`src/rtl/pcie_tx_arbiter.sv`:
```
// Packet-atomic round-robin merge of the PIO completion source and the Ethernet
// TLP source onto the PCIe core transmit stream, with a registered output stage.
module pcie_tx_arbiter #(
  parameter int unsigned C_DATA_WIDTH = 64,
  parameter int unsigned KEEP_WIDTH   = C_DATA_WIDTH / 8,
  parameter logic [5:0]  BUF_AV_MIN   = 6'd2
) (
  input  logic                    pcie_clk,
  input  logic                    pcie_rst_n,

  input  logic                    pio_tx_tvalid,
  output logic                    pio_tx_tready,
  input  logic                    pio_tx_tlast,
  input  logic [KEEP_WIDTH-1:0]   pio_tx_tkeep,
  input  logic [C_DATA_WIDTH-1:0] pio_tx_tdata,
  input  logic [3:0]              pio_tx_tuser,

  input  logic                    eth_tx_tvalid,
  output logic                    eth_tx_tready,
  input  logic                    eth_tx_tlast,
  input  logic [KEEP_WIDTH-1:0]   eth_tx_tkeep,
  input  logic [C_DATA_WIDTH-1:0] eth_tx_tdata,
  input  logic [3:0]              eth_tx_tuser,

  input  logic [5:0]              tx_buf_av,
  input  logic                    s_axis_tx_tready,
  output logic                    s_axis_tx_tvalid,
  output logic                    s_axis_tx_tlast,
  output logic [KEEP_WIDTH-1:0]   s_axis_tx_tkeep,
  output logic [C_DATA_WIDTH-1:0] s_axis_tx_tdata,
  output logic [3:0]              s_axis_tx_tuser,

  output logic [31:0]             pio_pkt_cnt,
  output logic [31:0]             eth_pkt_cnt
);

  localparam int unsigned USER_W = 4;
  localparam int unsigned CNT_W  = 32;

  typedef enum logic [1:0] {ST_IDLE, ST_PIO, ST_ETH} state_e;
  typedef enum logic {SRC_PIO, SRC_ETH} src_e;

  typedef struct packed {
    logic                    last;
    logic [KEEP_WIDTH-1:0]   keep;
    logic [C_DATA_WIDTH-1:0] data;
    logic [USER_W-1:0]       user;
  } beat_t;

  state_e             state_q, state_d;
  src_e               last_grant_q, last_grant_d;
  logic               ovalid_q, ovalid_d;
  beat_t              oreg_q, oreg_d;
  logic [CNT_W-1:0]   pio_cnt_q, pio_cnt_d;
  logic [CNT_W-1:0]   eth_cnt_q, eth_cnt_d;

  logic               load_en_c;
  logic               pio_rdy_c;
  logic               eth_rdy_c;
  beat_t              pio_beat_c;
  beat_t              eth_beat_c;

  assign pio_beat_c = '{last: pio_tx_tlast, keep: pio_tx_tkeep,
                        data: pio_tx_tdata, user: pio_tx_tuser};
  assign eth_beat_c = '{last: eth_tx_tlast, keep: eth_tx_tkeep,
                        data: eth_tx_tdata, user: eth_tx_tuser};

  // Arbitration, source handshake and output-register next state
  always_comb begin
    state_d      = state_q;
    last_grant_d = last_grant_q;
    ovalid_d     = ovalid_q;
    oreg_d       = oreg_q;
    pio_cnt_d    = pio_cnt_q;
    eth_cnt_d    = eth_cnt_q;
    pio_rdy_c    = 1'b0;
    eth_rdy_c    = 1'b0;
    load_en_c    = !ovalid_q || s_axis_tx_tready;

    if (ovalid_q && s_axis_tx_tready) begin
      ovalid_d = 1'b0;
    end

    case (state_q)
      ST_IDLE: begin
        // No tready here: this cycle is the inter-packet arbitration bubble
        if (tx_buf_av >= BUF_AV_MIN) begin
          if (pio_tx_tvalid && eth_tx_tvalid) begin
            if (last_grant_q == SRC_ETH) begin
              state_d      = ST_PIO;
              last_grant_d = SRC_PIO;
            end else begin
              state_d      = ST_ETH;
              last_grant_d = SRC_ETH;
            end
          end else if (pio_tx_tvalid) begin
            state_d      = ST_PIO;
            last_grant_d = SRC_PIO;
          end else if (eth_tx_tvalid) begin
            state_d      = ST_ETH;
            last_grant_d = SRC_ETH;
          end
        end
      end
      ST_PIO: begin
        pio_rdy_c = load_en_c;
        if (pio_tx_tvalid && load_en_c) begin
          ovalid_d = 1'b1;
          oreg_d   = pio_beat_c;
          if (pio_tx_tlast) begin
            state_d   = ST_IDLE;
            pio_cnt_d = pio_cnt_q + CNT_W'(1);
          end
        end
      end
      ST_ETH: begin
        eth_rdy_c = load_en_c;
        if (eth_tx_tvalid && load_en_c) begin
          ovalid_d = 1'b1;
          oreg_d   = eth_beat_c;
          if (eth_tx_tlast) begin
            state_d   = ST_IDLE;
            eth_cnt_d = eth_cnt_q + CNT_W'(1);
          end
        end
      end
      default: state_d = ST_IDLE;
    endcase
  end

  always_ff @(posedge pcie_clk or negedge pcie_rst_n) begin
    if (!pcie_rst_n) begin
      state_q      <= ST_IDLE;
      last_grant_q <= SRC_ETH;
      ovalid_q     <= 1'b0;
      oreg_q       <= '0;
      pio_cnt_q    <= '0;
      eth_cnt_q    <= '0;
    end else begin
      state_q      <= state_d;
      last_grant_q <= last_grant_d;
      ovalid_q     <= ovalid_d;
      oreg_q       <= oreg_d;
      pio_cnt_q    <= pio_cnt_d;
      eth_cnt_q    <= eth_cnt_d;
    end
  end

  assign pio_tx_tready    = pio_rdy_c;
  assign eth_tx_tready    = eth_rdy_c;
  assign s_axis_tx_tvalid = ovalid_q;
  assign s_axis_tx_tlast  = oreg_q.last;
  assign s_axis_tx_tkeep  = oreg_q.keep;
  assign s_axis_tx_tdata  = oreg_q.data;
  assign s_axis_tx_tuser  = oreg_q.user;
  assign pio_pkt_cnt      = pio_cnt_q;
  assign eth_pkt_cnt      = eth_cnt_q;

endmodule

```
`config.mk`:
```
export PLATFORM = sky130hd
export DESIGN_NAME = pcie_tx_arbiter
export DESIGN_NICKNAME = d
export VERILOG_FILES = /design/src/rtl/pcie_tx_arbiter.sv
export SDC_FILE = /design/constraint.sdc
export NUM_CORES = 1
export LEC_CHECK = 0
export CAP_MARGIN = 25
export CORE_UTILIZATION = 45
export DETAILED_ROUTE_END_ITERATION = 6
export PLACE_DENSITY = 0.91
export SYNTH_ARGS = -nofsm -noshare
export SYNTH_HDL_FRONTEND = slang
export SYNTH_SLANG_ARGS = --single-unit
```
`constraint.sdc`:
```
create_clock -name pcie_clk -period 3.73 [get_ports pcie_clk]
set_clock_uncertainty 0.05 [all_clocks]
set_input_delay 0.746 -clock pcie_clk [delete_from_list [all_inputs] [get_ports pcie_clk]]
set_output_delay 0.746 -clock pcie_clk [all_outputs]
set_load 0.01 [all_outputs]
```
Word-level counts from Yosys, hierarchy flattened:

Cells that the tools add are included.

* eq/ne operators: 8
* add/subtract/negate cells: 2
* mux-type cells: 23
* reduce and logical (&&, ||, !) cells: 14
* order comparisons: 1

Operators with widths (count)
* $mux W77: 2
* $pmux W77 S2: 1
* $add A32 B1 Y32 const B: 2
* $mux W2: 9
* $reduce_and A3 Y1: 4
* $ne A2 B2 Y1 const B: 5
* $mux W1: 9
* $ge A6 B2 Y1 const B: 1
* $pmux W2 S3: 1
* $reduce_and A6 Y1: 1
* $logic_and A1 B1 Y1: 4
* $ne A4 B4 Y1 const B: 1
* $reduce_bool A3 Y1: 1
* $eq A2 B1 Y1 const B: 1
* $eq A2 B2 Y1 const B: 1
* $logic_not A2 Y1: 1
* $pmux W1 S2: 1
* $reduce_bool A2 Y1: 1
* $logic_not A1 Y1: 1
* $logic_or A1 B1 Y1: 1

* output and inout port bits: 144
* bits of input ports: 165
* logic and storage cells: 57
* flip-flop bits (word level): 145

Logic depth before layout (Yosys ltp):

* depth in word-level cells: 5
* gate-level depth with buffers: 9
* gate-level depth less buffers: 7

Worst setup path before layout:

No wires, ideal clock.

* path type: input-to-reg
* start point: input pio_tx_tvalid
* end point: register pio_cnt_q[25] (netlist: pio_pkt_cnt[25])
* path buffers: 1
* library setup time: 125 ps
* required time: 3555 ps
* path slack: 1554 ps
* stages: 6
* arrival time: 2001 ps
* path through: buf_2 -> nand4_1 -> nor4b_4 -> nor3b_2 -> nand4_1 -> xnor2_1

* word-level cells in the longest chain between the ends: 2

RTL lines
* start, declared: RTL line 11 `input logic pio_tx_tvalid,`
* $logic_and A1 B1 Y1: RTL line 107 `if (pio_tx_tvalid && load_en_c) begin`
* $reduce_and A3 Y1 (no source line)
* end signal, assigned: RTL line 144 `pio_cnt_q <= pio_cnt_d;`
* end, declared: RTL line 54 `logic [CNT_W-1:0] pio_cnt_q, pio_cnt_d;`

No other way between the ends.
A chain may end at the register's enable or synchronous reset.

Final worst setup path:

* start point: input s_axis_tx_tready
* end point: output eth_tx_tready

* word-level cells in the longest chain between the ends: 2

RTL lines
* start, declared: RTL line 26 `input logic s_axis_tx_tready,`
* $logic_or A1 B1 Y1: RTL line 78 `load_en_c = !ovalid_q || s_axis_tx_tready;`
* $mux W1: RTL line 84 `case (state_q)`
* end, declared: RTL line 19 `output logic eth_tx_tready,`

No other way between the ends.

==> summary.md <==
| Metric | Value |
|---|---|
| I/O pin cnt | approximately 310 |
| Startpoint types | primary input |
| P_int | between 4 and 5 mW |
| DR iter-0 viols | between 300 and 400 |
| DR DRC count | 0 |
| TritonCTS buffer count | 17 |
| Leakage | 4.42 nW |
| Post-Syn Instances | roughly 620 |
| Syn Area/Cell | approximately 11 um2 |
| Final Max Tran Viols | 0 |
| 1st-pass router iterations | 6 |
| CTS root buf | clkbuf_16 |
| Final hold violations | 0 |
| Hold_buf cts | 0 |
| Ys flop type | dfrtp_1 |
| Placed insts | ~1100 |
| Critical path class | primary input to primary output |
| Rows | between 40 and 50 |
| Crit path DAT | between 2000 and 2500 ps |
| GPL Wtd Cong | approximately 0.77 |
| Num Clock Sinks | between 100 and 150 |
| YS warnings | 0 |
| Initial antenna violation count | 0 |
| DR WL/cell | between 15 and 20 um |
| Crit path max fanout | 12 |
| Clock Tree Buf Depth | 2 |
| PD cells | between 700 and 800 nW/um2 |
| Outcome | completed |
| Worst-Skew Late Latency | between 400 and 500 ps |
| Worst VDD drop | approximately 480 uV |
| Die width | roughly 120 um |
| Count leader, synth | dfrtp_1 |
| Total track usage | around 25% |
| Die area | between 15000 and 20000 um2 |
| Vias in the first global route | 5737 |
| Post-Syn Nets | approximately 790 |
| Slew headroom | approximately 48% |
| Final setup fails | 0 |
| Final wirelength | 19.5 mm |
| Tcrit/Tclk final | ~85% |
| Die height | roughly 120 um |
| Final ANT Viol Nets | 0 |
| Comb power frac | 44.2% |
| Max-cap violations | 0 |
| Critical Path Sink Type | primary output |
| RSZ-0062 raised after global routing | false |
| Top post-synthesis cells by area | dfrtp_1 54%, mux2i_1 12%, a21oi_1 5.8% |
| CTS tree | built |
| Remaining Overflow, GRT | 0 |
| Reg clk slew, reported paths | ~60 ps |
| Switching portion of total power | 34.6% |
| H-tree depth | 4 |
| Fraction of layout cells with a size suffix above 1 | between 5 and 6% |
| Setup_tns | 0 ps |
| Mapped cell area | 6700 um2 |
| Largest net degree at the start of global routing | 86 |
| # nets final | about 1100 |
| Min Tclk post-route | between 3000 and 4000 ps |
| Post-detailed-placement half-perimeter wirelength | ~14 mm |
| Global-route wire length before repair | between 20 and 30 mm |
| Core area | 14500 um2 |
| Seq/Total Area, Yosys | 54.2% |
| Initial core utilization | ~46% |
| Final Worst Setup Slack | 565 ps |
| Synth unique cells | between 40 and 50 |
| Via count | 5837 |
| P&R area growth vs syn | 58.6% |
| Via-to-Cell Ratio | ~5.2 |
| Number of synthesized flops with an enable pin | 0 |
| Place WS | 602 ps |
| Top cell type's share of synthesized area | ~54% |
| Ant. Diodes | 0 |
| Worst slew pin tran | between 700 and 800 ps |
| CTS resizes | 0 |
| Fin Hold WS | around 300 ps |
| Achievable Freq | around 320 MHz |
| Reg power frac | approximately a third |
| Crit path required time | between 2000 and 3000 ps |
| Postcts setup bufs | 0 |
| Worst hold-check path type | primary input to async pin |
| Ys async rst share | 100% |
| Non-Filler Instances | 1123 |
| I/O Buffers | 307 |
| Clock Power Share | about a quarter |
| Flops & latches, synth | roughly 150 |
| Psw | approximately 2.6 mW |
| Most frequent cells after synthesis | 144 x dfrtp_1, 90 x nor2_1, 78 x a21oi_1, 78 x mux2i_1, 44 x xnor2_1 |
| Yosys top cell by area | dfrtp_1 |
==> final timing paths <==
check	start	to	slack [ps]	depth (start not counted)
max	s_axis_tx_tready	eth_tx_tready	560	4
min	pcie_rst_n	pio_pkt_cnt[13]	310	1
max reg2reg	state_q[1]	pio_pkt_cnt[24]	1300	7
min reg2reg	pio_pkt_cnt[14]	pio_pkt_cnt[14]	440	1
max in group asynchronous	pcie_rst_n	s_axis_tx_tdata[59]	2500	2
min in group pcie_clk	pio_pkt_cnt[14]	pio_pkt_cnt[14]	440	1
==> layout make-up <==
cell class | instances | area, um2
fill | 1005 | 3910
sequential | 145 | 3630
timing repair buffer | 313 | 3180
multi-input combinational | 439 | 2920
clock buffer | 21 | 470
tap | 184 | 230
clock inverter | 10 | 158
inverter | 11 | 41.3
==> sequential cells by signal (all words and copies together) (netlist names) <==
register and flops:
s_axis_tx_tdata 64, eth_pkt_cnt 32, pio_pkt_cnt 32, s_axis_tx_tkeep 8, s_axis_tx_tuser 4, state_q 2
last_grant_q 1, s_axis_tx_tlast 1, s_axis_tx_tvalid 1
==> power by group through the flow <==
stage                     clock network [mW]  logic, mW  registers (mW)
final                                   1.81       3.30            2.36
after global routing                    1.90       3.57            2.42
after CTS                               1.83       3.31            2.36
after detailed placement                   0       3.26            2.38
after global placement                     0       3.16            2.35
after floorplan                            0       1.50            2.56
==> layout by cell type (no fill, tap or decap), types with 2 or more instances in the layout <==
cell             Yosys  final
a21o_1               2      2
nor3_1               6      6
dfrtp_1            144    144
a21oi_1             78     78
nand3_1             22     22
o22ai_1              2      2
bufinv_16            0      4
nor2_2               3      3
clkdlybuf4s50_1      0    306
and4_1               5      5
inv_1               11     11
and3_1               9      9
mux2i_1             78     78
xnor2_1             44     44
clkinv_2             0      4
nor2_1              90     90
nand4_1             16     16
nand2_1             29     29
and2_1               7      7
nor4_1               2      2
buf_12               0      3
o21ai_0              4      4
ha_1                 5      4
clkbuf_8             0      3
buf_4                1      2
clkinv_4             0      2
clkbuf_16            0     17
xor2_1              17     17
==> metal layers <==
metal,wire length (um),global-route usage [%],vias up
met3,1600,8.24,39
met2,10100,44.1,218
met5,0,0,-
met4,490,9.97,0
li1,-,-,2756
met1,7360,28.4,2824
==> metrics by stage <==
stage	power (mW)	area, um2	util [%]
2_1_floorplan	4.05	6700	-
3_3_place_gp	5.50	9970	68.6
3_5_place_dp	5.63	9970	68.6
4_1_cts	7.50	10600	72.9
5_1_grt	7.88	10600	73.1
6_report	7.46	10600	73.1
==> kinds of logic after synthesis <==
family	after synthesis	synth area share, %
flip-flops	145	54.2
AO/OA/AOI/OAI	90	7.03
XOR/XNOR	62	8.22
AND/OR/NAND/NOR	203	15.2
buffers and inverters	40	2.62
adder cells (fa/ha/maj)	5	0.934
multiplexers	79	11.8
==> critical path, cell delays in order <==
cell and delay, ps:
clkdlybuf4s50_1 450, nand2b_1 380, and2_1 250, clkdlybuf4s50_1 550
Note: power is estimated with default switching activity, not from simulation.
